File: src/rtl/adc_pll_reset_seq.sv
// Reset sequencer for the ADC PLL: holds the PLL in reset, qualifies lock, then releases the
// 4-phase capture logic. Retries on lock timeout and latches an error after repeated failure.
//
// state       | meaning
// ------------+-------------------------------------------------------------
// PLL_RST  0  | pll_rst held high for RST_HOLD cycles
// WAIT_LOCK 1 | pll_rst low, waiting up to LOCK_TIMEOUT cycles for lock
// STABLE   2  | lock seen; must stay locked for STABLE_CYCLES cycles
// RUN      3  | capture logic released, watching for lock loss
// FAIL     4  | retries exhausted; only soft_reset or rst_n leave
module adc_pll_reset_seq #(
   parameter int RST_HOLD      = 16,
   parameter int LOCK_TIMEOUT  = 20000,
   parameter int STABLE_CYCLES = 256,
   parameter int RETRY_MAX     = 3
) (
   input  logic       refclk,
   input  logic       rst_n,
   input  logic       pll_locked,
   input  logic       soft_reset,
   output logic       pll_rst,
   output logic       adc_rst_n,
   output logic       ready,
   output logic       fail,
   output logic [7:0] relock_count,
   output logic [2:0] state
);

   typedef enum logic [2:0] {
      S_PLL_RST   = 3'd0,
      S_WAIT_LOCK = 3'd1,
      S_STABLE    = 3'd2,
      S_RUN       = 3'd3,
      S_FAIL      = 3'd4
   } state_e;

   localparam logic [15:0] RST_LAST    = 16'(RST_HOLD - 1);
   localparam logic [15:0] TIMEOUT_LAST = 16'(LOCK_TIMEOUT - 1);
   localparam logic [15:0] STABLE_LAST = 16'(STABLE_CYCLES - 1);
   localparam logic [3:0]  RETRY_LIM   = 4'(RETRY_MAX);

   state_e      state_q, state_d;
   logic [15:0] cnt_q, cnt_d;
   logic [3:0]  retry_q, retry_d;
   logic [7:0]  relock_q, relock_d;
   logic        sync1_q, lk_q;
   logic        pll_rst_q, pll_rst_d;
   logic        adc_rst_n_q, adc_rst_n_d;
   logic        ready_q, ready_d;
   logic        fail_q, fail_d;

   always_comb begin
      state_d  = state_q;
      cnt_d    = cnt_q;
      retry_d  = retry_q;
      relock_d = relock_q;
      // soft_reset wins over any lock event seen in the same cycle
      if (soft_reset) begin
         state_d = S_PLL_RST;
         cnt_d   = '0;
         retry_d = '0;
      end else begin
         case (state_q)
            S_PLL_RST: begin
               if (cnt_q == RST_LAST) begin
                  state_d = S_WAIT_LOCK;
                  cnt_d   = '0;
               end else begin
                  cnt_d = cnt_q + 16'd1;
               end
            end
            S_WAIT_LOCK: begin
               if (lk_q) begin
                  state_d = S_STABLE;
                  cnt_d   = '0;
               end else if (cnt_q == TIMEOUT_LAST) begin
                  cnt_d = '0;
                  if (retry_q < RETRY_LIM) begin
                     retry_d = retry_q + 4'd1;
                     state_d = S_PLL_RST;
                  end else begin
                     state_d = S_FAIL;
                  end
               end else begin
                  cnt_d = cnt_q + 16'd1;
               end
            end
            S_STABLE: begin
               if (!lk_q) begin
                  state_d = S_WAIT_LOCK;
                  cnt_d   = '0;
               end else if (cnt_q == STABLE_LAST) begin
                  state_d = S_RUN;
                  cnt_d   = '0;
                  retry_d = '0;
               end else begin
                  cnt_d = cnt_q + 16'd1;
               end
            end
            S_RUN: begin
               if (!lk_q) begin
                  state_d = S_PLL_RST;
                  cnt_d   = '0;
                  if (relock_q != 8'hFF) relock_d = relock_q + 8'd1;
               end
            end
            S_FAIL: ;
            default: begin
               state_d = S_PLL_RST;
               cnt_d   = '0;
            end
         endcase
      end

      // outputs follow the state being entered so they change on the entry edge
      pll_rst_d   = (state_d == S_PLL_RST) || (state_d == S_FAIL);
      adc_rst_n_d = (state_d == S_RUN);
      ready_d     = (state_d == S_RUN);
      fail_d      = (state_d == S_FAIL);
   end

   always_ff @(posedge refclk or negedge rst_n) begin
      if (!rst_n) begin
         state_q     <= S_PLL_RST;
         cnt_q       <= '0;
         retry_q     <= '0;
         relock_q    <= '0;
         sync1_q     <= 1'b0;
         lk_q        <= 1'b0;
         pll_rst_q   <= 1'b1;
         adc_rst_n_q <= 1'b0;
         ready_q     <= 1'b0;
         fail_q      <= 1'b0;
      end else begin
         state_q     <= state_d;
         cnt_q       <= cnt_d;
         retry_q     <= retry_d;
         relock_q    <= relock_d;
         sync1_q     <= pll_locked;
         lk_q        <= sync1_q;
         pll_rst_q   <= pll_rst_d;
         adc_rst_n_q <= adc_rst_n_d;
         ready_q     <= ready_d;
         fail_q      <= fail_d;
      end
   end

   assign pll_rst      = pll_rst_q;
   assign adc_rst_n    = adc_rst_n_q;
   assign ready        = ready_q;
   assign fail         = fail_q;
   assign relock_count = relock_q;
   assign state        = state_q;

endmodule

File: config.mk
export PLATFORM = sky130hd
export DESIGN_NAME = adc_pll_reset_seq
export DESIGN_NICKNAME = d
export VERILOG_FILES = /design/src/rtl/adc_pll_reset_seq.sv
export SDC_FILE = /design/constraint.sdc
export NUM_CORES = 1
export LEC_CHECK = 0
export BUFFER_PORTS_ARGS = -buffer_cell sky130_fd_sc_hd__buf_2
export CELL_PAD_IN_SITES_DETAIL_PLACEMENT = 1
export CELL_PAD_IN_SITES_GLOBAL_PLACEMENT = 1
export CORE_ASPECT_RATIO = 0.75
export CORE_MARGIN = 2
export CORE_UTILIZATION = 40
export CTS_BUF_LIST = sky130_fd_sc_hd__clkbuf_16
export CTS_CLUSTER_DIAMETER = 40
export CTS_CLUSTER_SIZE = 30
export DETAILED_ROUTE_END_ITERATION = 8
export PLACE_DENSITY = 0.71
export SYNTH_ARGS = -nofsm -noshare
export SYNTH_HDL_FRONTEND = slang
export SYNTH_SLANG_ARGS = --single-unit
File: constraint.sdc
create_clock -name refclk -period 2.3 [get_ports refclk]
set_input_delay 0.115 -clock refclk [delete_from_list [all_inputs] [get_ports refclk]]
set_output_delay 0.115 -clock refclk [all_outputs]
set_load 0.03 [all_outputs]
==> results.cfg, run 1 <==
[run_status]
status = finished with violations
violated_checks = setup timing

[floorplan]
initial_core_util_pct = 42.4
die_y_um = 64.3
row_count = 21
coreArea_mm2 = 0.00457
ioPinCount = 19
floorplan.die_area_mm2 = 0.00543
chipWidth_um = 84.4

[yosys]
syn-instance-count = 195
synthArstFlopShare_pct = 100
syn_avg_cell_area_um2 = 9.95
synth_seq_area_share_pct = 46.5
ys_seq_elements = 36
ys.flop_type = dfrtp_1
syn_area_mm2 = 0.00194
synth_enable_flop_cells = 0
synth.lib_cells_used.distinct = 50
yosys_warnings = 0
syn-num-nets = 202

[clocking]
cts-root-to-sink-buffers = 2
tritoncts_clock_tree = done
cts_buf_count = 5
path_clk_slew_ns = 0.06
cts.sinks = 36
cts_root_buffer = clkbuf_16
cts_htree_levels = 2
clock_insertion_delay_worst_skew_ns = 0.28

[sta]
worst_slack_ns = -0.141
max_slew.worst_pin.slew_ns = 0.813
timing_hold_violations_final = 0
fin_crit_sh_pct = 106
grt_setup_unrepaired = true
final.min_clock_period_ns = 2.44
setup-violations-final = 17
setup_total_negative_slack_ns = -1.69
slew_headroom_pct = 45.8
maxSlewViolCount = 0
finalClockSkew_ns = 0.00514
max_freq_ghz = 0.410

[route]
vias = 1663
drt-pass1-iter-count = 4
viasPerCell = 5.62
drt-total-wl_mm = 5.27
ant_nets = 0
detail_route.wl_per_cell_um = 17.8
remaining_drc_errors = 0
detailedRoute.firstIterationViolations = 54

[critical_path]
worstPathArrival_ns = 2.60
critPathMaxFanout = 4
wp_data_required_ns = 2.46
worstRegToRegCells = 6
timing.critical_path.depth = 6
timing.critical_path.to_type = flop
r2r_start = cnt_q[8]
regToRegSetupSlack_ns = -0.14
slowest_delay_ns = 0.58
crit_end = cnt_q[3]
critPathLaunch = cnt_q[8]
timing_worst_setup_path_type = flop to flop
timing.critical_path.buf_inv = 1
worstSetupStartpointType = flop
worstReg2RegEnd = cnt_q[3]
cp_most_frequent_cell = or4_4
crit_family = simple AND/OR/NAND/NOR gates
critical-path-slowest-cell = or4_4
cp_cell_sequence = or4_4, or4_4, a22oi_2, buf_4, a211oi_2, a221o_1

[global_routing]
gr-usage-all-layers_pct = 21.1
grt_max_degree = 37
grt_overflow = 0
antenna_found_initial = 0
first_global_vias = 1753
grt_pass1_wl_mm = 8.95

[pwr]
vdd.ir_drop.worst_uv = 333
power_density_mw_per_mm2 = 548
total_leakage_power_nw = 1.12

[cells_and_area]
layout.cells.most_common = dfrtp_1
area_growth_pct = 26.8
finish.instance_area_mm2 = 0.00246
layout-drive-gt1-share_pct = 31.0
final.fill_count = 526
antenna-diode-count = 0
nets = 245
mostFrequentLayoutCells = dfrtp_1, buf_4, nor2_1
finalNonFillerCells = 296

[placement]
numPlacedInstances = 279
buffer_ports.inserted = 18
dpl_worst_slack_ns = -0.193
placed_area_mm2 = 0.00222
place.gp.congestion = 0.777
dp_hpwl_mm = 3.75

[worst_hold_path]
holdCritPathClass = primary input to flop
hp-start = soft_reset

[job]
drv.max_cap_violation_count = 0
## cell families (layout without fill, tap and decap cells)
kind of cell	Yosys count	after routing	share of synthesized area, %
buf+inv	13	57	2.84
xor+xnor	17	17	7.67
simple gates	99	99	29.2
mux	1	1	0.580
flops	36	36	46.5
fa+ha+maj	3	3	1.93
compound gates	26	26	11.3
## registers in the layout (all words and copies together), names as in the netlist
name / count
state: 3
ready: 1
cnt_q: 16
retry_q: 4
pll_rst: 1
fail: 1
lk_q: 1
sync1_q: 1
relock_count: 8
## cells in the mapped netlist, types with 2 or more instances
library cell / number / area (um2)
dfrtp_1: 35 / 876
nor2_1: 20 / 75.1
xnor2_1: 15 / 131
nand2_1: 13 / 48.8
nand3_1: 11 / 55.1
nor3_1: 9 / 45.0
nor4_1: 8 / 50.1
a21oi_1: 6 / 30.0
nand4_1: 6 / 37.5
and2_1: 4 / 25.0
clkbuf_1: 4 / 15.0
inv_1: 4 / 15.0
ha_1: 3 / 37.5
o211ai_1: 3 / 22.5
o21ai_0: 3 / 15.0
or2_2: 3 / 18.8
or3_1: 3 / 18.8
or4_4: 3 / 33.8
a211oi_1: 2 / 15.0
a221o_1: 2 / 20.0
a22oi_1: 2 / 15.0
and3_1: 2 / 12.5
and3b_1: 2 / 17.5
buf_1: 2 / 7.51
nand2b_1: 2 / 12.5
nand4b_1: 2 / 17.5
nor2b_1: 2 / 12.5
xor2_1: 2 / 17.5
## layout make-up
type / instances / area (um2) / share of cell area, %
clock inverter: 3 / 13.8 / 0.560
inverter: 4 / 15.0 / 0.610
tap: 57 / 71.3 / 2.90
multi-input combinational: 146 / 1020 / 41.6
timing repair buffer: 45 / 310 / 12.6
sequential: 36 / 902 / 36.7
clock buffer: 5 / 125 / 5.09
## per-layer routing
metal | track usage [%] | vias to the layer above | routed length, um | part of all wire, %
li1 | - | 793 | - | -
met5 | 0 | - | 0 | 0
met2 | 36.4 | 26 | 2680 | 51
met4 | 5.16 | 0 | 49 | 0.93
met1 | 27.1 | 838 | 2410 | 46
met3 | 4.52 | 6 | 139 | 2.6
## worst min path at each step
stage / to / slack [ns] / depth (start not counted)
finish: state[2] / 0.18 / 2
global route: retry_q[1] / 0.20 / 2
CTS: retry_q[1] / 0.18 / 2
detailed placement: sync1_q / 0.23 / 1
global placement: sync1_q / 0.23 / 1
floorplan: cnt_q[0] / -0.18 / 0
## timing repair
item	CTS	global route
gates resized for setup	2	5
pin swaps	5	3
endpoints found under the setup margin	13	23
hold endpoints to repair	36	0
buffers inserted	5	2
gates cloned	0	0
hold buffers	2	0
## report_power, final
group          switching [mW]  leakage [nW]  internal (mW)
Clock                   0.254        0.0710          0.393
Combinational          0.0319         0.559         0.0216
Sequential            0.00864         0.493          0.640
Total                   0.294          1.12           1.05
## through the flow
stage               utilization (%)  power (mW)  hold WS [ns]
global placement               48.6       0.706         0.226
global route                   53.8        1.41         0.199
floorplan                         -       0.680        -0.181
CTS                            53.0        1.36         0.182
detailed placement             48.6       0.710         0.226
finish                         53.8        1.35         0.184
Power figures use the tool's default switching activity.
==> run 2, diff against run 1 <==
--- a/config.mk
+++ b/config.mk
@@ -6,6 +6,7 @@
 export NUM_CORES = 1
 export LEC_CHECK = 0
 export BUFFER_PORTS_ARGS = -buffer_cell sky130_fd_sc_hd__buf_2
+export CAP_MARGIN = 20
 export CELL_PAD_IN_SITES_DETAIL_PLACEMENT = 1
 export CELL_PAD_IN_SITES_GLOBAL_PLACEMENT = 1
 export CORE_ASPECT_RATIO = 0.75
@@ -16,6 +17,7 @@
 export CTS_CLUSTER_SIZE = 30
 export DETAILED_ROUTE_END_ITERATION = 8
 export PLACE_DENSITY = 0.71
+export RECOVER_POWER = 100
 export SYNTH_ARGS = -nofsm -noshare
 export SYNTH_HDL_FRONTEND = slang
 export SYNTH_SLANG_ARGS = --single-unit
==> run 2 against run 1 <==
The flow still finishes with violations (setup timing). Power is essentially flat. Critical path depth did not move. Combinational power about the same. First-iteration DRC count is 41% higher. Clock-buffer cell count unchanged. Sequential power about the same. Largest power group unchanged.
==> results.cfg, run 2 (same netlist as run 1, synthesis figures left out) <==
[cells_and_area]
layout.cells.most_common = dfrtp_1
top_register = cnt_q
largest_reg_flops = 16
finish.instance_area_mm2 = 0.00244
nets = 245
mostFrequentLayoutCells = dfrtp_1, buf_4, nor2_1
antenna-diode-count = 0
area_growth_pct = 25.7
layout-drive-gt1-share_pct = 24.7

[floorplan]
coreArea_mm2 = 0.00457
ioPinCount = 19
die_y_um = 64.3
row_count = 21
initial_core_util_pct = 42.4
chipWidth_um = 84.4
floorplan.die_area_mm2 = 0.00543

[sta]
max_freq_ghz = 0.410
grt_setup_unrepaired = true
max_slew.worst_pin.slew_ns = 0.898
fin_crit_sh_pct = 106
setup_total_negative_slack_ns = -1.69
fin_worst_hold_slack_ns = 0.187
maxSlewViolCount = 0
worst_slack_ns = -0.141
finalClockSkew_ns = 0.00499
slew_headroom_pct = 40.1
timing_hold_violations_final = 0
final.min_clock_period_ns = 2.44
setup-violations-final = 17

[clocking]
cts_root_buffer = clkbuf_16
clock_insertion_delay_worst_skew_ns = 0.28
cts_buf_count = 5
cts.sinks = 36
cts_htree_levels = 2
tritoncts_clock_tree = done
path_clk_slew_ns = 0.06
cts-root-to-sink-buffers = 2

[critical_path]
crit_family = simple AND/OR/NAND/NOR gates
timing.critical_path.to_type = flop
worstReg2RegEnd = cnt_q[3]
worstRegToRegCells = 6
regToRegSetupSlack_ns = -0.14
critical-path-slowest-cell = or4_4
cp_cell_sequence = or4_4, or4_4, a22oi_2, buf_4, a211oi_2, a221o_1
worstSetupStartpointType = flop
timing_worst_setup_path_type = flop to flop
worstPathArrival_ns = 2.60
timing.critical_path.buf_inv = 1
cp_most_frequent_cell = or4_4
critPathMaxFanout = 4
slowest_delay_ns = 0.58
r2r_start = cnt_q[8]
wp_data_required_ns = 2.46

[pwr]
netSwitchingFraction_pct = 21.8
combPwrFrac_pct = 4.0
p_seq_share_pct = 48.1
overall_power_consumption_mw = 1.35
power_density_mw_per_mm2 = 553
total_leakage_power_nw = 1.06
net-switching-power_mw = 0.294
vdd.ir_drop.worst_uv = 333
clock_power_share_pct = 47.9
internal-power_mw = 1.05

[run_status]
status = finished with violations
violated_checks = setup timing

[route]
remaining_drc_errors = 0
detail_route.wl_per_cell_um = 17.8
drt-pass1-iter-count = 4
vias = 1663
viasPerCell = 5.62
drt-total-wl_mm = 5.26
ant_nets = 0
detailedRoute.firstIterationViolations = 76

[job]
drv.max_cap_violation_count = 0

[worst_hold_path]
hp-start = soft_reset
hold_path_depth = 2
worstHoldEndpoint = retry_q[1]
holdCritPathClass = primary input to flop

[global_routing]
grt_max_degree = 37
grt_pass1_wl_mm = 8.95
grt_overflow = 0
antenna_found_initial = 0
gr-usage-all-layers_pct = 21.1
first_global_vias = 1753

[placement]
placed_area_mm2 = 0.00222
place.gp.congestion = 0.777
dp_hpwl_mm = 3.75
buffer_ports.inserted = 18
==> run 2: what timing repair did <==
item,4_1_cts,5_1_grt
endpoints found under the setup margin,13,23
setup buffers,5,2
hold buffers,2,0
resized for setup,2,5
pin swaps,5,3
hold endpoints to repair,36,0
==> run 2: how the worst max path moves through the flow <==
stage,end,startpoint,cells past startpoint
after floorplan,cnt_q[7],cnt_q[11],6
after detailed placement,cnt_q[2],cnt_q[15],5
after global placement,cnt_q[3],cnt_q[15],5
final,cnt_q[3],cnt_q[8],6
after global routing,cnt_q[3],cnt_q[8],6
after CTS,cnt_q[3],cnt_q[10],6
==> run 2: layout make-up <==
type                       instances  area (um2)
clock buffer                       5         125
clock inverter                     3        13.8
fill                             531        2130
inverter                           4        15.0
multi-input combinational        146        1020
sequential                        36         902
tap                               57        71.3
timing repair buffer              45         289
==> run 2: stage by stage <==
step	std cells	worst slack [ns]	utilization, %
2_1_floorplan	195	0.0139	-
4_1_cts	294	-0.128	53.0
6_report	296	-0.141	53.3
3_3_place_gp	279	-0.0261	48.6
5_1_grt	296	-0.204	53.3
3_5_place_dp	279	-0.193	48.6
==> run 2: power by group through the flow <==
stage,Combinational (mW),Sequential [mW],Clock [mW]
3_5_place_dp,0.0505,0.660,0
3_3_place_gp,0.0478,0.658,0
5_1_grt,0.0596,0.650,0.697
4_1_cts,0.0539,0.648,0.662
2_1_floorplan,0.0232,0.657,0
6_report,0.0534,0.649,0.646
==> run 2: per-layer routing <==
| layer | vias to the layer above | share of wire, % | global-route usage (%) |
|---|---|---|---|
| li1 | 792 | - | - |
| met1 | 834 | 45 | 27.1 |
| met2 | 31 | 51 | 36.4 |
| met3 | 6 | 3.0 | 4.52 |
| met4 | 0 | 0.93 | 5.16 |
| met5 | - | 0 | 0 |
==> run 3, diff against run 2 <==
--- a/config.mk
+++ b/config.mk
@@ -7,8 +7,6 @@
 export LEC_CHECK = 0
 export BUFFER_PORTS_ARGS = -buffer_cell sky130_fd_sc_hd__buf_2
 export CAP_MARGIN = 20
-export CELL_PAD_IN_SITES_DETAIL_PLACEMENT = 1
-export CELL_PAD_IN_SITES_GLOBAL_PLACEMENT = 1
 export CORE_ASPECT_RATIO = 0.75
 export CORE_MARGIN = 2
 export CORE_UTILIZATION = 40
@@ -16,7 +14,6 @@
 export CTS_CLUSTER_DIAMETER = 40
 export CTS_CLUSTER_SIZE = 30
 export DETAILED_ROUTE_END_ITERATION = 8
-export PLACE_DENSITY = 0.71
 export RECOVER_POWER = 100
 export SYNTH_ARGS = -nofsm -noshare
 export SYNTH_HDL_FRONTEND = slang
==> run 3 against run 2 <==
The run still ends with setup timing left. Non-clock buffer count unchanged. Sequential power down 0.6%. Register-to-register slack better by 0.14 ns. Power down 0.98%. Global-route usage down 4.8 points. Fmax up 5.9%. Core utilization down 0.55 points. Die area unchanged. Setup slack better by 0.14 ns. Sequential share of layout area up 0.38 points. Critical path depth up 1. Critical path type unchanged. Critical endpoint is now cnt_q[7]. Largest cell class unchanged.
==> results.cfg, run 3 (same netlist as run 1, synthesis figures left out) <==
[route]
ant_nets = 0
drt-pass1-iter-count = 4
detailedRoute.firstIterationViolations = 88
remaining_drc_errors = 0
viasPerCell = 5.47
drt-total-wl_mm = 4.12
vias = 1619
detail_route.wl_per_cell_um = 13.9

[clocking]
cts_root_buffer = clkbuf_16
clock_insertion_delay_worst_skew_ns = 0.28
cts_buf_count = 5
cts-root-to-sink-buffers = 2
tritoncts_clock_tree = done
cts_htree_levels = 2
cts.sinks = 36
path_clk_slew_ns = 0.05

[job]
drv.max_cap_violation_count = 0

[cells_and_area]
final.fill_count = 433
nets = 245
finalNonFillerCells = 296
largest_reg_flops = 16
multi_input_comb_area_mm2 = 0.00101
layout-drive-gt1-share_pct = 22.2
finish.instance_area_mm2 = 0.00241
finish.utilization_pct = 52.8
area_growth_pct = 24.4
regArea_um2 = 902
layout.cells.most_common = dfrtp_1
antenna-diode-count = 0
top_register = cnt_q
mostFrequentLayoutCells = dfrtp_1, buf_4, nor2_1

[critical_path]
timing_worst_setup_path_type = flop to flop
timing.critical_path.to_type = flop
cp_most_frequent_cell = or4_4
slowest_delay_ns = 0.54
worstSetupStartpointType = flop
regToRegSetupSlack_ns = -0.005
cp_cell_sequence = or4_4, buf_4, or4_4, and2_4, nor3_4, buf_6, o211ai_2
critPathMaxFanout = 5
critical-path-slowest-cell = or4_4
worstRegToRegCells = 7
wp_data_required_ns = 2.45
worstPathArrival_ns = 2.45

[floorplan]
row_count = 21
initial_core_util_pct = 42.4
die_y_um = 64.3
floorplan.die_area_mm2 = 0.00543
ioPinCount = 19
chipWidth_um = 84.4
coreArea_mm2 = 0.00457

[global_routing]
first_global_vias = 1408
antenna_found_initial = 0
gr-usage-all-layers_pct = 16.3
grt_max_degree = 37
grt_pass1_wl_mm = 6.92
grt_overflow = 0

[sta]
max_freq_ghz = 0.434
grt_setup_unrepaired = true
setup-violations-final = 1
slew_headroom_pct = 42.3
fin_crit_sh_pct = 100
maxSlewViolCount = 0
worst_slack_ns = -0.00479
timing_hold_violations_final = 0
max_slew.worst_pin.slew_ns = 0.865
final.min_clock_period_ns = 2.30
finalClockSkew_ns = 0.00556

[placement]
numPlacedInstances = 282
placed_area_mm2 = 0.00223
dp_hpwl_mm = 3.00
place.gp.congestion = 0.782
buffer_ports.inserted = 18
dpl_worst_slack_ns = -0.0480

[pwr]
power_density_mw_per_mm2 = 553
total_leakage_power_nw = 1.05
vdd.ir_drop.worst_uv = 345

[worst_hold_path]
holdCritPathClass = primary input to flop
hold_path_depth = 2

[run_status]
status = finished with violations
violated_checks = setup timing
run 3: metal layers:
layer	global-route usage, %	share of wire, %
met1	24.9	54
met2	21.7	40
met3	5.04	5.4
met4	4.76	1.1
met5	0	0
run 3: power by group:
group / switching [mW] / internal, mW
clock network: 0.241 / 0.393
logic: 0.0328 / 0.0235
registers: 0.00503 / 0.640
total: 0.279 / 1.06
run 3: final cells by class:
| type | count | area share [%] |
|---|---|---|
| Multi-Input combinational cell | 146 | 41.7 |
| Clock buffer | 5 | 5.18 |
| Inverter | 4 | 0.622 |
| Tap cell | 57 | 2.95 |
| Sequential cell | 36 | 37.4 |
| Timing Repair Buffer | 45 | 11.6 |
| Clock inverter | 3 | 0.622 |
run 3: per-stage QoR:
step,setup TNS [ns],hold slack [ns],power (mW)
final,-0.00479,0.183,1.34
after global routing,-0.462,0.194,1.39
after CTS,-0.0466,0.168,1.35
after detailed placement,-0.0794,0.231,0.709
after global placement,0,0.223,0.710
after floorplan,0,-0.181,0.680
run 3: repair_timing:
| action | CTS | global route |
|---|---|---|
| setup endpoints to repair | 5 | 17 |
| setup buffers | 2 | 2 |
| gates cloned | 0 | 0 |
| endpoints found under the hold margin | 36 | 0 |
| hold buffers | 2 | 0 |
| resized for setup | 2 | 4 |
| pin swaps | 4 | 4 |
run 3: path summary, 6_finish.rpt:
path	startpoint	endpoint
setup reg to reg	cnt_q[9]	cnt_q[7]
min in group asynchronous	rst_n	fail
max in group asynchronous	rst_n	cnt_q[5]
setup / recovery	cnt_q[9]	cnt_q[7]
hold reg to reg	sync1_q	lk_q
hold / removal	soft_reset	state[2]
run 3: critical path: cells and delay by family, from the launching register on:
family          cells  cell delay, ns
flops               1            0.37
simple gates        4            1.44
compound gates      1            0.07
buf+inv             2            0.29
